### config.mk
export PLATFORM = sky130hd
export DESIGN_NAME = ex_forward_ctrl
export DESIGN_NICKNAME = d
export VERILOG_FILES = /design/src/rtl/ex_forward_ctrl_pkg.sv /design/src/rtl/ex_forward_ctrl.sv
export SDC_FILE = /design/constraint.sdc
export NUM_CORES = 1
export LEC_CHECK = 0
export BUFFER_PORTS_ARGS = -buffer_cell sky130_fd_sc_hd__buf_4
export CORE_MARGIN = 5
export CORE_UTILIZATION = 40
export CTS_BUF_LIST = sky130_fd_sc_hd__clkbuf_4
export DETAILED_ROUTE_END_ITERATION = 16
export PLACE_DENSITY = 0.69
export SLEW_MARGIN = 20
export SYNTH_ARGS = -nofsm -noshare
export SYNTH_HDL_FRONTEND = slang
export SYNTH_SLANG_ARGS = --single-unit
export TNS_END_PERCENT = 5
### constraint.sdc
create_clock -name clk -period 4.9 [get_ports clk]
set_clock_uncertainty 0.2 [all_clocks]
set_input_delay 0.98 -clock clk [delete_from_list [all_inputs] [get_ports clk]]
set_output_delay 0.98 -clock clk [all_outputs]
set_load 0.05 [all_outputs]
### src/rtl/ex_forward_ctrl_pkg.sv
// Shared CPU constants: ALU operand-select encodings, ALU opcodes and the
// EX->WB pipeline record used by the forwarding controller.
package ex_forward_ctrl_pkg;

  // ALU operand-select encodings. Code 2'b11 is decoded downstream as PC/imm.
  localparam logic [1:0] SEL_REG   = 2'b00;
  localparam logic [1:0] SEL_PCIMM = 2'b01;
  localparam logic [1:0] SEL_WB    = 2'b10;

  // ALU opcodes shared with the execute stage.
  typedef enum logic [3:0] {
    ALU_ADD  = 4'd0,
    ALU_SUB  = 4'd1,
    ALU_AND  = 4'd2,
    ALU_OR   = 4'd3,
    ALU_XOR  = 4'd4,
    ALU_SLL  = 4'd5,
    ALU_SRL  = 4'd6,
    ALU_SRA  = 4'd7,
    ALU_SLT  = 4'd8,
    ALU_SLTU = 4'd9
  } alu_op_t;

  // Destination fields carried from EX into WB.
  typedef struct packed {
    logic [4:0] rd;
    logic       regwen;
  } wb_reg_t;

  // An EX-stage source matches the WB writer when WB really writes that register.
  function automatic logic src_hit(input wb_reg_t wb, input logic [4:0] rs,
                                   input logic valid);
    return wb.regwen & (wb.rd == rs) & valid;
  endfunction

endpackage

### src/rtl/ex_forward_ctrl.sv
// EX-stage forwarding controller: tracks the instruction in WB and steers the
// ALU operands and branch comparator inputs to wb_val on a register match.
module ex_forward_ctrl
  import ex_forward_ctrl_pkg::*;
#(
  parameter int XLEN = 32
) (
  input  logic            clk,
  input  logic            rst,
  input  logic            stall,
  input  logic            flush,
  input  logic            ex_valid,
  input  logic [4:0]      ex_rs1,
  input  logic [4:0]      ex_rs2,
  input  logic [4:0]      ex_rd,
  input  logic            ex_regwen,
  input  logic            ex_a_is_pc,
  input  logic            ex_b_is_imm,
  output logic [1:0]      asel,
  output logic [1:0]      bsel,
  output logic            br1_fwd,
  output logic            br2_fwd,
  output logic [4:0]      wb_rd,
  output logic            wb_regwen,
  output logic [XLEN-1:0] fwd_count
);

  wb_reg_t   wb_q;
  logic      hit1;
  logic      hit2;
  logic      any_hit;

  // EX->WB pipeline register: reset wins, then flush kills the write, then stall holds.
  always_ff @(posedge clk) begin
    // NOTE: sequential state uses non-blocking assignments so every register
    // samples the pre-edge values, independent of statement order.
    if (rst) begin
      wb_q.rd     <= 5'd0;
      wb_q.regwen <= 1'b0;
    end else if (!stall) begin
      wb_q.rd     <= ex_rd;
      wb_q.regwen <= ex_valid & ex_regwen & ~flush & (ex_rd != 5'd0);
    end else if (flush) begin
      wb_q.regwen <= 1'b0;
    end
  end

  // Source-register match against the WB writer; x0 never matches since its regwen is never set.
  always_comb begin
    // NOTE: every always_comb output gets a default first so no path leaves it
    // unassigned and infers a latch.
    hit1    = 1'b0;
    hit2    = 1'b0;
    hit1    = src_hit(wb_q, ex_rs1, ex_valid);
    hit2    = src_hit(wb_q, ex_rs2, ex_valid);
    any_hit = hit1 | hit2;
  end

  // Operand and branch selects: WB bit from the match, PC/imm bit from decode.
  always_comb begin
    asel    = SEL_REG;
    bsel    = SEL_REG;
    br1_fwd = 1'b0;
    br2_fwd = 1'b0;
    if (ex_valid) begin
      asel    = (hit1 ? SEL_WB : SEL_REG) | (ex_a_is_pc  ? SEL_PCIMM : SEL_REG);
      bsel    = (hit2 ? SEL_WB : SEL_REG) | (ex_b_is_imm ? SEL_PCIMM : SEL_REG);
      br1_fwd = hit1;
      br2_fwd = hit2;
    end
  end

  // Saturating count of non-stalled cycles in which any forward fires.
  always_ff @(posedge clk) begin
    if (rst) begin
      fwd_count <= '0;
    end else if (any_hit && !stall && (fwd_count != {XLEN{1'b1}})) begin
      fwd_count <= fwd_count + XLEN'(1);
    end
  end

  assign wb_rd     = wb_q.rd;
  assign wb_regwen = wb_q.regwen;

endmodule

==> impl_metrics.csv <==
group,metric,value,unit
critical_path,cp-end-kind,"output pin",
detailed_routing,vias,1922,
clocking,clock-sinks,38,
sta,setup_slack,1580,ps
critical_path,crit_buf_inv,2,
die,fp.dieW,81.2,um
power_and_ir_drop,leakagePower,1.05,nW
critical_path,crit_type,"in2out",
synth,ys_async_sr_fraction,0,
clocking,cts_tree,"built",
die,die_y,81.2,um
synth,yosys.area.top_type,"dfxtp_1",
clocking,ctsResizeCount,0,
placed_design,pre_cts_slack,1380,ps
sta,hold_viol,0,
placed_design,port_buffers,66,
detailed_routing,wire_per_inst,13.3,um
critical_path,slowest_delay,370,ps
critical_path,worst-endpoint-required,3720,ps
power_and_ir_drop,clkPwrFrac,0.305,
clocking,ctsHoldBuffers,0,
grt,grt_max_degree,43,
sta,max_slew_margin,0.520,
grt,grt_use_total,0.160,
die,start_util,0.405,
synth,synth_edf_count,0,
grt,grt_pass1_wl,8.17,mm
critical_path,startpoint_type,"input pin",
power_and_ir_drop,internal_power,394,uW
min_path,whs_path_depth,2,
critical_path,reg2regPathDepth,6,
placed_design,routabilityCongestion,0.796,
sta,report.final.slew_viol_count,0,
power_and_ir_drop,p_switching,136,uW
power_and_ir_drop,power_density,204,mW/mm2
detailed_routing,route.detailed.drc,0,
clocking,cts-root-buf,"clkbuf_4",
sta,fin_tns_setup,0,ps
detailed_routing,drt_iter0_markers,79,
die,dieArea,0.00659,mm2
sta,tightest_slew,721,ps
sta,setup_viol,0,
synth,yosysMostFrequentCell,"dfxtp_1",
power_and_ir_drop,total_power,530,uW
power_and_ir_drop,switching_share,0.256,
die,ioPinCount,67,
power_and_ir_drop,combPwrFrac,0.101,
synth,syn_area,0.00203,mm2
layout,nFillCells,502,
clocking,htree_levels,2,
grt,grt_overflow,0,
sta,grt_setup_unrepaired,"false",
layout,antenna_cells,0,
synth,ys_types,38,
sta,holdWs,323,ps
synth,ys.flop_type,"dfxtp_1",
detailed_routing,antenna_left,0,
min_path,min_path_type,"reg2reg",
critical_path,critical_path_depth,5,
layout,fin_nets,327,
run,maxCapViolCount,0,
detailed_routing,vias_per_cell,5.14,
critical_path,crit_arrival,2140,ps
sta,period_minus_slack,3320,ps
layout,drive_gt1_frac,0.276,
synth,synth.yosys.seq_area_share,0.375,
critical_path,critPathMostFrequentCell,"buf_4",
synth,synth_common_cells,"dfxtp_1 (38), nor2_1 (30), xor2_1 (22)",
sta,fin_crit_sh,0.678,
synth,synth_top_area_frac,0.375,
sta,fmax,301,MHz
power_and_ir_drop,ir_drop,0.113,mV
placed_design,dp_hpwl,3.71,mm
placed_design,dp.cells,366,
grt,grt_pass1_vias,1791,
synth,ys_top_cells_by_area,"dfxtp_1 (38%), xor2_1 (9.5%), nor2_1 (5.6%)",
synth,synthCells,241,
clocking,cts_max_path_buffers,2,
layout,syn_to_final_growth,28.3,%
clocking,post_cts_buffers,0,
clocking,clkTransAtPathRegs,120,ps
critical_path,path_cells,"buf_4 -> xor2_1 -> nor3_1 -> nor4b_1 -> buf_4",
synth,synthesis.nets,265,
power_and_ir_drop,power.share.sequential,0.594,
die,std_cell_rows,26,
die,core-area,0.00501,mm2
critical_path,slowest_stage,"nor4b_1",
detailed_routing,wl,4.97,mm
synth,ys_ff_latch,38,
synth,yosysWarnings,0,
layout,fin_cells,374,
detailed_routing,dr.pass1.iters,5,
clocking,clk_latency,350,ps
grt,antenna_found_initial,0,
clocking,numCtsBuffers,5,
synth,avgSynthCellArea,8.42,um2
critical_path,crit_fanout,2,
run_status,outcome,"finished, final reports clean",
critical_path,path_delay_family,"simple AND/OR/NAND/NOR gates",
## power by group through the flow
stage	sequential (mW)	clock [mW]	combinational [mW]
after global routing	0.316	0.182	0.0580
after CTS	0.315	0.168	0.0539
after floorplan	0.330	0	0.0217
after detailed placement	0.322	0	0.0538
after global placement	0.322	0	0.0529
final	0.315	0.161	0.0535
## stage by stage
stage,cell area [um2],util
after detailed placement,2550,0.508
after CTS,2600,0.519
final,2600,0.519
after floorplan,2030,-
after global placement,2550,0.508
after global routing,2600,0.519
## area by class of cell
cell class / count / area (um2) / share of cell area
Tap cell: 70 / 87.6 / 0.0337
Sequential cell: 38 / 761 / 0.292
Timing Repair Buffer: 66 / 495 / 0.190
Clock buffer: 6 / 45.0 / 0.0173
Clock inverter: 2 / 8.76 / 0.00337
Multi-Input combinational cell: 188 / 1190 / 0.457
Inverter: 4 / 15.0 / 0.00577
## layout by cell type, fill, tap and decap left out, types with 2 or more instances in the layout
master	instances
nand3_1	19
buf_4	66
and3_1	3
inv_1	4
o31ai_1	4
nor3_1	9
clkbuf_4	6
or3_1	8
mux2_2	2
mux2i_1	6
nand3_2	2
or4_1	5
o21ai_0	9
nor2b_1	6
nor4_1	5
and4_1	3
xor2_1	22
xnor2_1	4
nand2_1	14
a21oi_1	11
dfxtp_1	38
nor2_1	30
nand4_1	11
and2_1	4
## registers in the layout, indices dropped and copies added (netlist names)
register / flops
wb_regwen: 1
fwd_count: 32
wb_rd: 5
## layer usage
layer  up-vias  GRT usage  wire (um)
met3         8     0.0388        209
met5         -          0          0
met1       882      0.191       2270
met4         0     0.0659         81
li1        984          -          -
met2        48      0.272       2410
## logic make-up (layout without fill, tap and decap cells)
| kind of cell | after synthesis | after routing | share of synthesized area |
|---|---|---|---|
| buffers and inverters | 15 | 78 | 0.0389 |
| multiplexers | 8 | 8 | 0.0407 |
| XOR/XNOR | 26 | 26 | 0.112 |
| flip-flops | 38 | 38 | 0.375 |
| adder cells (fa/ha/maj) | 1 | 1 | 0.00617 |
| AND/OR/NAND/NOR | 126 | 126 | 0.349 |
| AO/OA/AOI/OAI | 27 | 27 | 0.0783 |
## path summary, 6_finish.rpt
kind / from / endpoint / slack, ps
min: fwd_count[11] / fwd_count[11] / 320
min reg2reg: fwd_count[11] / fwd_count[11] / 320
max: ex_rs1[3] / asel[1] / 1580
max reg2reg: wb_rd[3] / fwd_count[5] / 2050
## worst min-delay path: stages (launching register included)
cell     delay (ps)
dfxtp_1         360
o31ai_1          70
a21oi_1          60
(Power assumes the default switching activity.)
